**src/rtl/address_data_latches_pkg.sv**
```systemverilog
// Shared bus-side types and constants for the 6502 memory-side stage.
package cpu_bus_pkg;

  localparam logic [7:0] BUS_IDLE           = 8'hFF;
  localparam int         PHASE_HALF_DEFAULT = 6;

  typedef enum logic {
    CYC_READ  = 1'b0,
    CYC_WRITE = 1'b1
  } cycle_t;

  function automatic cycle_t rw_to_cycle(input logic rw);
    return rw ? CYC_READ : CYC_WRITE;
  endfunction

  // A non-driving source must present all ones on a wired-AND bus.
  function automatic logic [7:0] bus_drive(input logic en, input logic [7:0] val);
    return en ? val : BUS_IDLE;
  endfunction

endpackage

```
**src/rtl/address_data_latches_phase_sequencer.sv**
```systemverilog
// phi1/phi2 phase generator: one CPU cycle is 2*PHASE_HALF system clock ticks.
module phase_sequencer
  import cpu_bus_pkg::*;
#(
  parameter int PHASE_HALF = PHASE_HALF_DEFAULT
) (
  input  logic clk,
  input  logic rst,
  output logic phi1,
  output logic phi2,
  output logic phi1_end,
  output logic phi2_end
);

  localparam int CNT_W = $clog2(2 * PHASE_HALF);
  localparam logic [CNT_W-1:0] PHI1_LAST  = CNT_W'(PHASE_HALF - 1);
  localparam logic [CNT_W-1:0] PHI2_FIRST = CNT_W'(PHASE_HALF);
  localparam logic [CNT_W-1:0] PHI2_LAST  = CNT_W'(2 * PHASE_HALF - 1);
  // With a one-tick half cycle, count 0 is already the last phi1 tick.
  localparam logic RST_PHI1_END = (PHASE_HALF == 1) ? 1'b1 : 1'b0;

  logic [CNT_W-1:0] cnt_r;
  logic [CNT_W-1:0] cnt_next_s;
  logic             phi1_r;
  logic             phi1_end_r;
  logic             phi2_end_r;

  // Next count with wrap at the last phi2 tick.
  always_comb begin
    if (cnt_r == PHI2_LAST) begin
      cnt_next_s = {CNT_W{1'b0}};
    end else begin
      cnt_next_s = cnt_r + CNT_W'(1);
    end
  end

  // Phase flags are decoded from the next count so they are registered and aligned with cnt_r.
  always_ff @(posedge clk) begin
    if (rst) begin
      cnt_r      <= {CNT_W{1'b0}};
      phi1_r     <= 1'b1;
      phi1_end_r <= RST_PHI1_END;
      phi2_end_r <= 1'b0;
    end else begin
      cnt_r      <= cnt_next_s;
      phi1_r     <= (cnt_next_s < PHI2_FIRST);
      phi1_end_r <= (cnt_next_s == PHI1_LAST);
      phi2_end_r <= (cnt_next_s == PHI2_LAST);
    end
  end

  assign phi1     = phi1_r;
  assign phi2     = !phi1_r;
  assign phi1_end = phi1_end_r;
  assign phi2_end = phi2_end_r;

endmodule

```
**src/rtl/address_data_latches.sv**
```systemverilog
// 6502 address/data latches (ABL/ABH/DOR/DL), strobes and RDY stall handling.
// Optional macro DL_OPEN_BUS_EN: DL keeps its value on reads without mem_rd_valid.
module address_data_latches
  import cpu_bus_pkg::*;
#(
  parameter int PHASE_HALF = PHASE_HALF_DEFAULT
) (
  input  logic        clk,
  input  logic        rst,
  input  logic        ADL_ABL,
  input  logic        ADH_ABH,
  input  logic        DB_DOR,
  input  logic        DL_DB,
  input  logic        DL_ADL,
  input  logic        DL_ADH,
  input  logic        R_W,
  input  logic        rdy,
  input  logic [7:0]  ADL_bus,
  input  logic [7:0]  ADH_bus,
  input  logic [7:0]  DB_bus,
  input  logic [7:0]  mem_rdata,
  input  logic        mem_rd_valid,
  output logic [15:0] mem_addr,
  output logic [7:0]  mem_wdata,
  output logic        mem_we,
  output logic        mem_re,
  output logic [7:0]  DB_out,
  output logic [7:0]  ADL_out,
  output logic [7:0]  ADH_out,
  output logic        phi1,
  output logic        phi2,
  output logic        cycle_end
);

  logic       phi1_end_s;
  logic       phi2_end_s;
  logic [7:0] abl_r;
  logic [7:0] abh_r;
  logic [7:0] dor_r;
  logic [7:0] dl_r;
  logic       rw_r;
  logic       stall_r;
  logic       mem_we_r;
  logic       mem_re_r;
  logic       cycle_end_r;
  cycle_t     cyc_s;
  logic       stall_hit_s;
  logic       stall_now_s;
  logic       advance_s;
  logic       load_s;
  logic       rw_next_s;
  logic       dl_take_s;

  phase_sequencer #(
    .PHASE_HALF (PHASE_HALF)
  ) u_seq (
    .clk      (clk),
    .rst      (rst),
    .phi1     (phi1),
    .phi2     (phi2),
    .phi1_end (phi1_end_s),
    .phi2_end (phi2_end_s)
  );

  assign cyc_s = rw_to_cycle(rw_r);

`ifndef DL_OPEN_BUS_EN
  logic unused_rd_valid_s;
  assign unused_rd_valid_s = mem_rd_valid;
`endif

  // Cycle completion, stall detection and the phi1_end load qualifier.
  always_comb begin
    stall_hit_s = 1'b0;
    case (cyc_s)
      CYC_READ:  stall_hit_s = !rdy;
      CYC_WRITE: stall_hit_s = 1'b0;
      default:   stall_hit_s = 1'b0;
    endcase

    if (phi2_end_s) begin
      stall_now_s = stall_hit_s;
      advance_s   = !stall_hit_s;
    end else begin
      stall_now_s = 1'b0;
      advance_s   = 1'b0;
    end

    // A stalled read replays its address phase, so phi1 loads wait for the release.
    load_s = phi1_end_s && !stall_r;
    if (load_s) begin
      rw_next_s = R_W;
    end else begin
      rw_next_s = rw_r;
    end

    if (advance_s && (cyc_s == CYC_READ)) begin
`ifdef DL_OPEN_BUS_EN
      dl_take_s = mem_rd_valid;
`else
      dl_take_s = 1'b1;
`endif
    end else begin
      dl_take_s = 1'b0;
    end
  end

  // Address/data latches, direction, stall flag and phi2 strobes.
  always_ff @(posedge clk) begin
    if (rst) begin
      abl_r       <= 8'h00;
      abh_r       <= 8'h00;
      dor_r       <= 8'h00;
      dl_r        <= 8'h00;
      rw_r        <= 1'b1;
      stall_r     <= 1'b0;
      mem_we_r    <= 1'b0;
      mem_re_r    <= 1'b0;
      cycle_end_r <= 1'b0;
    end else begin
      if (load_s) begin
        if (ADL_ABL) begin
          abl_r <= ADL_bus;
        end
        if (ADH_ABH) begin
          abh_r <= ADH_bus;
        end
        if (DB_DOR) begin
          dor_r <= DB_bus;
        end
      end
      rw_r <= rw_next_s;

      // Strobes cover exactly the phi2 ticks: set entering phi2, cleared leaving it.
      if (phi1_end_s) begin
        mem_re_r <= rw_next_s;
        mem_we_r <= !rw_next_s;
      end else if (phi2_end_s) begin
        mem_re_r <= 1'b0;
        mem_we_r <= 1'b0;
      end

      if (phi2_end_s) begin
        stall_r <= stall_now_s;
      end
      if (dl_take_s) begin
        dl_r <= mem_rdata;
      end
      cycle_end_r <= advance_s;
    end
  end

  assign mem_addr  = {abh_r, abl_r};
  assign mem_wdata = dor_r;
  assign mem_we    = mem_we_r;
  assign mem_re    = mem_re_r;
  assign cycle_end = cycle_end_r;

  assign DB_out  = bus_drive(DL_DB, dl_r);
  assign ADL_out = bus_drive(DL_ADL, dl_r);
  assign ADH_out = bus_drive(DL_ADH, dl_r);

endmodule

```
**config.mk**
```make
export PLATFORM = sky130hd
export DESIGN_NAME = address_data_latches
export DESIGN_NICKNAME = d
export VERILOG_FILES = /design/src/rtl/address_data_latches_pkg.sv /design/src/rtl/address_data_latches_phase_sequencer.sv /design/src/rtl/address_data_latches.sv
export SDC_FILE = /design/constraint.sdc
export NUM_CORES = 1
export LEC_CHECK = 0
export ABC_CLOCK_PERIOD_IN_PS = 2700
export CORE_ASPECT_RATIO = 1.1
export CORE_MARGIN = 10
export CORE_UTILIZATION = 25
export CTS_CLUSTER_SIZE = 20
export DETAILED_ROUTE_END_ITERATION = 6
export PLACE_DENSITY_LB_ADDON = 0.08
export SYNTH_ARGS = -nofsm -noshare
export SYNTH_HDL_FRONTEND = slang
export SYNTH_SLANG_ARGS = --single-unit
```
**constraint.sdc**
```tcl
create_clock -name clk -period 2.7 [get_ports clk]
set_input_delay 0.27 -clock clk [delete_from_list [all_inputs] [get_ports clk]]
set_output_delay 0.27 -clock clk [all_outputs]
set_load 0.1 [all_outputs]
```
-- Word-level counts from Yosys, hierarchy flattened
Index checks and enable logic that the tools add are counted.
- input port bits: 43
- register bits: 44
- output and inout bits: 53
- word-level logic and storage cells: 41
- reduce and logical (&&, ||, !) cells: 11
- multiplexer cells: 12
- equality and inequality tests: 3
- $lt $le $gt $ge: 1
- add/sub/neg operators: 1
- operator list (operator ; count):
    $mux W8 ; 3
    $eq A4 B4 Y1 const B ; 2
    $mux W1 ; 7
    $reduce_and A2 Y1 ; 3
    $logic_not A1 Y1 ; 5
    $add A4 B1 Y4 const B ; 1
    $eq A4 B3 Y1 const B ; 1
    $lt A4 B3 Y1 const B ; 1
    $mux W4 ; 1
    $logic_and A1 B1 Y1 ; 2
    $pmux W1 S2 ; 1
    $reduce_bool A2 Y1 ; 1

-- Logic depth before layout (Yosys ltp)
- depth after elaboration: 6
- mapped depth: 5
- mapped depth without buffers: 5

-- Cells and area by module
From an unflattened synthesis, not the netlist that was laid out.
- cells, all modules: 228
- area total of the unflattened synthesis: 1844.3 µm²
- by module, submodules not included (module ; instances ; cells each ; area each (µm²) ; sequential area each (µm²)):
    address_data_latches ; 1 ; 188 ; 1495.2 ; 740.7
    phase_sequencer ; 1 ; 40 ; 349.1 ; 140.1

-- Least setup slack after synthesis
Ideal clock, no wire load.
- path type: register to output
- start: register u_seq.phi1_r (netlist: u_seq.phi1)
- end: output port phi2
- arrival time: 1.610 ns
- path buffers: 0
- stages on the path, launching flop included: 2
- setup slack: 0.820 ns
- required time: 2.430 ns
- cell sequence: dfxtp_1 > inv_1
- cells in the longest elaborated chain, start to end: 1
- ends and longest elaborated chain (item ; RTL line ; text):
    from (decl) ; address_data_latches_phase_sequencer.sv:24 ; logic phi1_r;
    from (signal assigned) ; address_data_latches_phase_sequencer.sv:46 ; phi1_r <= (cnt_next_s < PHI2_FIRST);
    $logic_not A1 Y1 ; address_data_latches_phase_sequencer.sv:53 ; assign phi2 = !phi1_r;
    to (decl) ; address_data_latches.sv:31 ; output logic phi2,
No other way between the ends.

-- Worst setup path after layout
- start: input port DL_DB
- end: output port DB_out[1]
- cells in the longest elaborated chain, start to end: 1
- ends and longest elaborated chain (item ; RTL line ; text):
    from (decl) ; address_data_latches.sv:13 ; input logic DL_DB,
    $mux W8 ; address_data_latches_pkg.sv:18 ; return en ? val : BUS_IDLE;
    to (decl) ; address_data_latches.sv:27 ; output logic [7:0] DB_out,
No other way between the ends.

==> results.toml <==
[outcome]
status = "completed"

[cells_and_area]
design_area_um2 = 2809
area_growth_pct = 50.37
multiInputGateArea_um2 = 899.6
regArea_um2 = 880.8
num_antenna_cells = 0
finalNetCount = 327
fin_util_pct = 38.22
final_cell_count_no_fill = 369
final_layout_size_suffix_gt1_share_pct = 23.05
fill_cells = 772

[sta]
worstMarginPinSlew_ps = 550.9
setup_ws_ps = 1158
relSlewSlack_pct = 63.16
fmax_ghz = 0.6487
hold_violations = 0
tns_ps = 0
setup_viol = 0
rsz0062_at_grt = "false"
report.final.slew_viol_count = 0
period_minus_slack_ps = 1542
timing.final.crit_share_pct = 57.09
whs_ps = 402.1
fin_skew_ps = 4.769

[routing]
drtIter0Drc = 51
drt_pre_antenna_iters = 4
num_vias = 1563
routed_wl_mm = 5.095
ant_nets = 0
wl_per_cell_um = 13.81
drc = 0
post_drt_via_cell_ratio = 4.236

[grt]
grt_pass1_wl_mm = 7.741
grt_max_degree = 24
grt_overflow = 0
antenna_found_initial = 0
globalRouteTotalUtil_pct = 8.530
first_global_vias = 1525

[synth]
synthTopCellsByCount = "dfxtp_1, nor2_1, mux2i_1"
yosysWarnings = 0
ys_seq_elements = 44
synth_flop_cell = "dfxtp_1"
synth.distinct_cells = 30
syn-cell-area_um2 = 1868
synth_nets = 235
synth_most_common_cell = "dfxtp_1"
ys_top_cells_by_area = "dfxtp_1, mux2i_1, nand2b_1"
avgSynthCellArea_um2 = 9.884
netlist.area_leader.share_pct = 47.15
syn_inst = 189
synthArstFlopShare_pct = 0
yosysSeqAreaShare_pct = 47.15
yosys.area.top_type = "dfxtp_1"
synth-edff-count = 0

[pwr]
p_clk_share_pct = 29.0
leakage_nw = 1.410
pwr-share-seq_pct = 46.3
switching_power_mw = 0.4677
p_int_mw = 0.9779
swShare_pct = 32.35
p_per_area_nw_per_um2 = 514.6
combPwrFrac_pct = 24.8
irDropWorstVdd_uv = 250.0
p_total_mw = 1.446

[clock_tree]
cts_buffer_depth = 2
clkSlewWorstSetupHoldPaths_ps = 70
h-tree-depth = 2
cts_tree = "yes"
cts_root_buffer = "clkbuf_8"
cts_hold_buf = 0
cts_buffers = 5
post_cts_buffers = 0
numClockSinks = 44
clk_latency_ps = 290
cts.repair.resized = 0

[die]
row_count = 33
die-width_um = 102.4
io_pins = 96
core_area_um2 = 7350
die_h_um = 110.7
start_util_pct = 25.42
die-area_um2 = 11330

[min_path]
hold_class = "primary input to flop"

[placement]
placed_cells = 361
dp_hpwl_mm = 4.059
place_area_um2 = 2719
io_buffers = 94
routabilityCongestion = 0.6956
place_ws_ps = 1079

[critical_path]
required_ps = 2430
cp_max_fo = 8
critical_path_arrival_ps = 1270
crit_type = "primary input to output pin"
end_kind = "output pin"
crit_path_start_kind = "primary input"

[job]
timing.max_cap.violations = 0
## kinds of logic after synthesis
logic type	Yosys count	synth area share, %
adders and majority gates	3	2.010
DFF	44	47.15
and+or+nand+nor	82	23.51
xor gates and xnor gates	1	0.4689
AOI/OAI and AO/OA	10	3.683
muxes	34	18.49
buffers and inverters	15	4.688
## area by class of cell
cell class / instances / share of cell area (%)
Multi-Input combinational cell: 130 / 32.03
Sequential cell: 44 / 31.36
Timing Repair Buffer: 95 / 28.86
Tap cell: 87 / 3.875
Clock buffer: 8 / 3.207
Inverter: 5 / 0.6682
## path summary, 6_finish.rpt
kind,start,endpoint,slack [ps],cells past startpoint
max,DL_DB,DB_out[1],1160,3
min reg2reg,u_seq.cnt_r[0],u_seq.cnt_r[0],480,1
min,rst,dl_r[0],400,2
max reg2reg,u_seq.phi1_end,mem_wdata[7],1340,3
## power groups by stage
stage               logic (mW)  clock network [mW]  registers, mW
floorplan                0.201                   0          0.726
global placement         0.362                   0          0.685
detailed placement       0.361                   0          0.684
CTS                      0.362               0.443          0.669
global route             0.374               0.469          0.671
finish                   0.358               0.419          0.669
## critical path, stage by stage
cell,delay [ps]
clkdlybuf4s50_1,560
nand2b_1,140
buf_4,300
## flip-flops by register name (all words and copies together), names as in the netlist
| signal | cells |
|---|---|
| abh_r | 8 |
| abl_r | 8 |
| dl_r | 8 |
| mem_wdata | 8 |
| u_seq.cnt_r | 4 |
| cycle_end | 1 |
| mem_re | 1 |
| mem_we | 1 |
| rw_r | 1 |
| stall_r | 1 |
| u_seq.phi1 | 1 |
| u_seq.phi1_end | 1 |
| u_seq.phi2_end | 1 |
## cells in the final DEF, fill, tap and decap left out
cell and count:
clkbuf_8 6, nand2b_4 1, nand2b_1 24, nand2_1 1, nand3_1 3, dfxtp_1 44, a211oi_1 2, mux2i_1 33
nor2b_1 6, nor2_1 36, and2b_1 1, a22oi_1 2, a211o_1 1, o21ai_0 1, nand3_2 1, and2_1 1
buf_4 54, clkbuf_1 2, xnor2_1 1, clkdlybuf4s50_1 40, a41o_1 1, inv_1 5, nor2b_2 1, mux2_4 1
nand3b_1 5, nor4b_1 1, ha_1 3, nor3_1 1, buf_2 1, a21oi_1 3
## per-layer routing
layer,vias up,global-route usage (%),wire (um)
met5,-,0,0
met4,0,2.825,46
met3,4,5.237,624
met2,69,13.20,2267
met1,686,9.319,2156
li1,804,-,-
Power figures use the tool's default switching activity.
